[src/rtl/alu_arbiter.sv]
// Two-requester front end for one shared combinational ALU.
// Accepts one operation at a time and alternates grants on a tie.
// Returns each registered result with the id of the requester that issued it.
module alu_arbiter #(
   parameter int unsigned WIDTH = 32
) (
   input  logic             clk,
   input  logic             rst,
   input  logic             req0_valid,
   output logic             req0_ready,
   input  logic [WIDTH-1:0] req0_a,
   input  logic [WIDTH-1:0] req0_b,
   input  logic [3:0]       req0_sel,
   input  logic             req1_valid,
   output logic             req1_ready,
   input  logic [WIDTH-1:0] req1_a,
   input  logic [WIDTH-1:0] req1_b,
   input  logic [3:0]       req1_sel,
   output logic [WIDTH-1:0] alu_a,
   output logic [WIDTH-1:0] alu_b,
   output logic [3:0]       alu_sel,
   input  logic [WIDTH-1:0] alu_out,
   output logic             rsp_valid,
   output logic             rsp_id,
   output logic [WIDTH-1:0] rsp_data,
   input  logic             rsp_ready
);

   typedef enum logic [1:0] {StIdle, StExec, StResp} state_e;

   state_e           state_q, state_d;
   logic [WIDTH-1:0] op_a_q, op_a_d;
   logic [WIDTH-1:0] op_b_q, op_b_d;
   logic [3:0]       op_sel_q, op_sel_d;
   logic             op_id_q, op_id_d;
   logic             rsp_valid_q, rsp_valid_d;
   logic             rsp_id_q, rsp_id_d;
   logic [WIDTH-1:0] rsp_data_q, rsp_data_d;
   logic             last_grant_q, last_grant_d;
   logic             gnt0, gnt1;

   // Next-state, grant decision and operand capture
   always_comb begin
      state_d      = state_q;
      op_a_d       = op_a_q;
      op_b_d       = op_b_q;
      op_sel_d     = op_sel_q;
      op_id_d      = op_id_q;
      rsp_valid_d  = rsp_valid_q;
      rsp_id_d     = rsp_id_q;
      rsp_data_d   = rsp_data_q;
      last_grant_d = last_grant_q;
      gnt0         = 1'b0;
      gnt1         = 1'b0;
      unique case (state_q)
         StIdle: begin
            // On a tie the requester that was not served last wins
            gnt0 = req0_valid && (!req1_valid || last_grant_q);
            gnt1 = req1_valid && !gnt0;
            if (gnt0) begin
               op_a_d   = req0_a;
               op_b_d   = req0_b;
               op_sel_d = req0_sel;
               op_id_d  = 1'b0;
               state_d  = StExec;
            end else if (gnt1) begin
               op_a_d   = req1_a;
               op_b_d   = req1_b;
               op_sel_d = req1_sel;
               op_id_d  = 1'b1;
               state_d  = StExec;
            end
         end
         StExec: begin
            rsp_data_d  = alu_out;
            rsp_id_d    = op_id_q;
            rsp_valid_d = 1'b1;
            state_d     = StResp;
         end
         StResp: begin
            if (rsp_ready) begin
               rsp_valid_d  = 1'b0;
               last_grant_d = rsp_id_q;
               state_d      = StIdle;
            end
         end
         default: state_d = StIdle;
      endcase
   end

   // State registers; reset abandons any operation in flight
   always_ff @(posedge clk) begin
      if (rst) begin
         state_q      <= StIdle;
         op_a_q       <= '0;
         op_b_q       <= '0;
         op_sel_q     <= '0;
         op_id_q      <= 1'b0;
         rsp_valid_q  <= 1'b0;
         rsp_id_q     <= 1'b0;
         rsp_data_q   <= '0;
         last_grant_q <= 1'b1;
      end else begin
         state_q      <= state_d;
         op_a_q       <= op_a_d;
         op_b_q       <= op_b_d;
         op_sel_q     <= op_sel_d;
         op_id_q      <= op_id_d;
         rsp_valid_q  <= rsp_valid_d;
         rsp_id_q     <= rsp_id_d;
         rsp_data_q   <= rsp_data_d;
         last_grant_q <= last_grant_d;
      end
   end

   assign req0_ready = gnt0 && !rst;
   assign req1_ready = gnt1 && !rst;
   assign alu_a      = op_a_q;
   assign alu_b      = op_b_q;
   assign alu_sel    = op_sel_q;
   assign rsp_valid  = rsp_valid_q;
   assign rsp_id     = rsp_id_q;
   assign rsp_data   = rsp_data_q;

endmodule

[config.mk]
export PLATFORM = sky130hd
export DESIGN_NAME = alu_arbiter
export DESIGN_NICKNAME = d
export VERILOG_FILES = /design/src/rtl/alu_arbiter.sv
export SDC_FILE = /design/constraint.sdc
export NUM_CORES = 1
export LEC_CHECK = 0
export ABC_AREA = 1
export BUFFER_PORTS_ARGS = -buffer_cell sky130_fd_sc_hd__clkbuf_2
export CELL_PAD_IN_SITES_DETAIL_PLACEMENT = 1
export CELL_PAD_IN_SITES_GLOBAL_PLACEMENT = 1
export CORE_UTILIZATION = 32
export CTS_BUF_LIST = sky130_fd_sc_hd__clkbuf_16
export CTS_CLUSTER_SIZE = 25
export DETAILED_ROUTE_END_ITERATION = 6
export PLACE_DENSITY = 0.82
export SLEW_MARGIN = 30
export SYNTH_ARGS = -nofsm -noshare
export SYNTH_HDL_FRONTEND = slang
export SYNTH_SLANG_ARGS = --single-unit
[constraint.sdc]
create_clock -name clk -period 2 [get_ports clk]
set_clock_uncertainty 0.05 [all_clocks]
set_input_delay 0.4 -clock clk [delete_from_list [all_inputs] [get_ports clk]]
set_output_delay 0.4 -clock clk [all_outputs]
set_load 0.1 [all_outputs]
==> After elaboration in Yosys (flattened, before gate mapping) <==
Cells that the tools add are included.
{ "word_totals": {"rom_bits": 0, "ram_bits": 0, "latchBits": 0, "output_inout_bits": 104, "mem_count": 0, "wordCells": 44, "register_bits": 106} }
{ "classes": {"muxes": 16, "n_shift": 0, "n_eq_ne": 4, "bitwise_logic": 0, "addsub": 0, "n_div": 0, "reduce_logical": 15, "order_cmp": 0, "mul": 0} }
{ "ops": {"columns": ["cell", "n"], "rows": [
  ["32-bit two-way mux", 4],
  ["4-bit two-way mux", 2],
  ["2-bit AND reduction", 4],
  ["2-bit two-way mux", 3],
  ["2-bit case mux with 3 select lines", 1],
  ["1-bit two-way mux", 5],
  ["1-bit logical AND", 4],
  ["2-bit nonzero test", 2],
  ["1-bit logical NOT", 3],
  ["3-bit inequality test, second input constant", 1],
  ["2-bit by 1-bit equality test with 1-bit output, second input constant", 1],
  ["2-bit equality test, second input constant", 1],
  ["2-bit logical NOT", 1],
  ["2-bit inequality test, second input constant", 1],
  ["1-bit case mux with 2 select lines", 1],
  ["1-bit logical OR", 1]
]} }

==> Depth between registers and ports, before layout <==
{ "depth": {"ltp_word": 8, "depth_mapped": 8} }

==> Worst setup path after synthesis <==
OpenSTA, ideal clock, no wires.
{ "synth_path": {"path_kind": "in2out", "startpoint": "input port req0_valid", "endpoint": "output port req0_ready", "required_ns": 1.550, "arrival_ns": 2.865, "setup_slack_ns": -1.315, "path_buffers": 2, "path_stages": 4, "path_cell_list": "buf_2 > nand2_2 > buf_2 > nor3_1"} }
{ "synth_between": {"elab_chain_cells": 3} }
{ "synth_rtl": {"columns": ["item", "line_no", "source"], "rows": [
  ["start, declared", "9", "input logic req0_valid,"],
  ["1-bit logical AND", "58", "gnt0 = req0_valid && (!req1_valid || last_grant_q);"],
  ["1-bit two-way mux", "55", "unique case (state_q)"],
  ["1-bit logical AND", "116", "assign req0_ready = gnt0 && !rst;"],
  ["end, declared", "10", "output logic req0_ready,"]
]} }
Every way passes these cells.

==> Worst setup path after layout <==
{ "layout_path": {"startpoint": "register state_q[1]", "endpoint": "output port req1_ready"} }
{ "layout_between": {"elab_chain_cells": 3} }
{ "layout_rtl": {"columns": ["item", "line_no", "source"], "rows": [
  ["start, declared", "31", "state_e state_q, state_d;"],
  ["start signal, assigned", "94", "state_q <= StIdle;"],
  ["start signal, assigned", "104", "state_q <= state_d;"],
  ["2-bit logical NOT", "55", null],
  ["1-bit two-way mux", "55", null],
  ["1-bit logical AND", "117", "assign req1_ready = gnt1 && !rst;"],
  ["end, declared", "15", "output logic req1_ready,"]
]} }
Every way passes these cells.

==> qor.csv <==
stage,metric,value,unit
synth,ys.warnings.count,0,
sta,tightest_slew,578,ps
critical_path,path_buf_inv,2,
place,hpwl,11900,um
grt,grt_max_degree,95,
layout,final_common_cell,clkbuf_2,
sta,setup_violations,0,
synth,netlist_area,0.00498,mm^2
layout,regArea,0.00212,mm^2
clocking,clock_sinks,106,
job,cap_violations,0,
routing,drc,0,
critical_path,crit_family,simple AND/OR/NAND/NOR gates,
critical_path,slowest_delay,360,ps
clocking,ctsRootBufferMaster,clkbuf_16,
worst_hold_path,holdCritPathClass,in2reg,
synth,synth_top_area_share,42.6,%
layout,fin_area,0.00682,mm^2
synth,syn_nets,910,
layout,multi_input_area,0.00243,mm^2
layout,area_growth,37.0,%
critical_path,cp.depth,6,
place,place_ws,344,ps
routing,wl_met2,7680,um
layout,most-common-layout-cells,"273 x clkbuf_2, 197 x nand2_1, 118 x nor2_1, 112 x nand3_1, 106 x dfxtp_1",
grt,antenna_found_initial,0,
routing,avgRoutedWirePerCell,14.1,um
floorplanning,chipWidth,127,um
clocking,cts_setup_buffers,0,
routing,routed_wl,16600,um
sta,min_period_over_period,95.6,%
floorplanning,row_count,45,
routing,met1_length,7330,um
synth,syn_avg_cell_area,6.75,um^2
critical_path,worstPathArrival,1460,ps
place,gp_congestion,0.760,
sta,hold_viol,0,
critical_path,crit_required,1550,ps
critical_path,setup.worst_path.end_class,output pin,
place,place_inst,1157,
sta,slew_violations,0,
grt,grt_pass1_vias,5497,
floorplanning,die_area,0.0161,mm^2
floorplanning,core-area,0.0152,mm^2
sta,relSlewSlack,61.6,%
critical_path,reg2regPathDepth,8,
floorplanning,initial_core_util,32.7,%
layout,fin_cells,1173,
layout,nFillCells,2068,
clocking,numCtsBuffers,9,
clocking,cts_buffer_depth,2,
worst_hold_path,holdPathStages,3,
power,pwr_density_cell,1090,mW/mm^2
routing,drt.antenna.violating_nets,0,
clocking,cts_tree,built,
floorplanning,die_h,127,um
grt,grt_pass1_wl,26900,um
critical_path,worstSetupPathType,reg2out,
routing,firstDrtPassIters,6,
synth,ys_types,22,
clocking,clk_pin_slew,70,ps
synth,synth_area_leader_cell,dfxtp_1,
run_status,outcome,"complete, no violations",
sta,timing.final.ws_setup,88.8,ps
synth,synthTopCellsByArea,"dfxtp_1 43%, nand2_1 15%, nand3_1 11%, nor2_1 9.0%, o21bai_1 3.9%",
power,ir_drop,0.000462,V
place,port_buffers,276,
synth,seq_area_frac_synth,42.6,%
critical_path,critPathLaunchType,register,
layout,n_antenna_cell,0,
routing,route.met3.wl,1180,um
grt,grt_use_total,20.9,%
place,placed_area,0.00654,mm^2
clocking,h-tree-depth,3,
clocking,insertion_delay,340,ps
sta,fin_crit,1910,ps
power,p_total,7430,uW
routing,top_layer,met4,
routing,vias_per_cell,4.73,
synth,syn_inst,737,
grt,grt-ovfl-total,0,
routing,detail_route.iter0.violations,210,
critical_path,worstPathMaxFanout,5,
critical_path,path_cells,"inv_1, nand2_4, nor2_8, nand2_1, nor2_4, buf_12",
sta,max_freq,523,MHz
synth,ys_ff_latch,106,
layout,layout-drive-gt1-share,32.1,%
critical_path,cp_slowest_cell,dfxtp_1,
layout,nets,1153,
sta,rsz0062_at_grt,no,
routing,vias,5546,
power,power.leakage,0.00392,uW
floorplanning,ios,277,
[cell usage after synthesis]
master,n
a21boi_1,4
clkinv_1,1
clkbuf_1,18
nand2_2,3
dfxtp_1,106
buf_2,32
buf_6,1
buf_4,5
nand3_1,112
inv_1,46
inv_2,1
nand3b_1,1
o21bai_1,26
nor2_4,1
a21oi_1,3
nor2_8,1
nor2_1,120
nand4_1,1
a21boi_0,22
o21ai_0,34
nor3_1,1
nand2_1,198
[repair_timing]
action                                  4_1_cts  5_1_grt
endpoints found under the setup margin        1        1
hold buffers                                  0        0
resized for setup                             1        1
[per-stage QoR]
step / util [%] / setup TNS, ps / hold WS [ps]
final: 44.9 / 0 / 225
after global routing: 44.9 / 0 / 221
after CTS: 44.9 / 0 / 207
after detailed placement: 43.0 / 0 / 411
after global placement: 43.0 / 0 / 398
after floorplan: - / -33.5 / 379
[worst paths after layout]
| kind | from | end | slack, ps |
|---|---|---|---|
| setup / recovery | state_q[1] | req1_ready | 90 |
| hold / removal | alu_out[23] | rsp_data[23] | 220 |
| setup reg to reg | last_grant_q | alu_a[0] | 570 |
| hold reg to reg | last_grant_q | last_grant_q | 420 |
[worst min-delay path: cells and delay by family]
kind                   cells  cell delay, ps
AND/OR/NAND/NOR            2             110
buffers and inverters      1              70
[flip-flops by register name, indices dropped and copies added, names as in the netlist, 2 cells and up]
signal,count
rsp_data,32
alu_a,32
alu_sel,4
state_q,2
alu_b,32
[routing by layer]
layer | GRT usage, % | vias to the layer above
li1 | - | 2829
met1 | 25.5 | 2521
met2 | 35.0 | 171
met3 | 5.90 | 25
met4 | 7.70 | 0
met5 | 0 | -
[area by class of cell]
class / instances / share of cell area [%]
tap: 188 / 3.45
multi-input combinational: 527 / 35.6
clock inverter: 7 / 0.771
inverter: 48 / 2.64
sequential: 106 / 31.1
timing repair buffer: 288 / 23.1
clock buffer: 9 / 3.30
[where the power goes]
group / total (uW) / internal (uW) / switching [uW]
clock network: 1680 / 854 / 824
logic: 3240 / 605 / 2630
registers: 2520 / 2380 / 136
[cell families after synthesis]
logic type / synth area share [%]
compound gates: 11.6
simple gates: 36.6
flops: 42.6
buf+inv: 9.18
(Power assumes the default switching activity.)
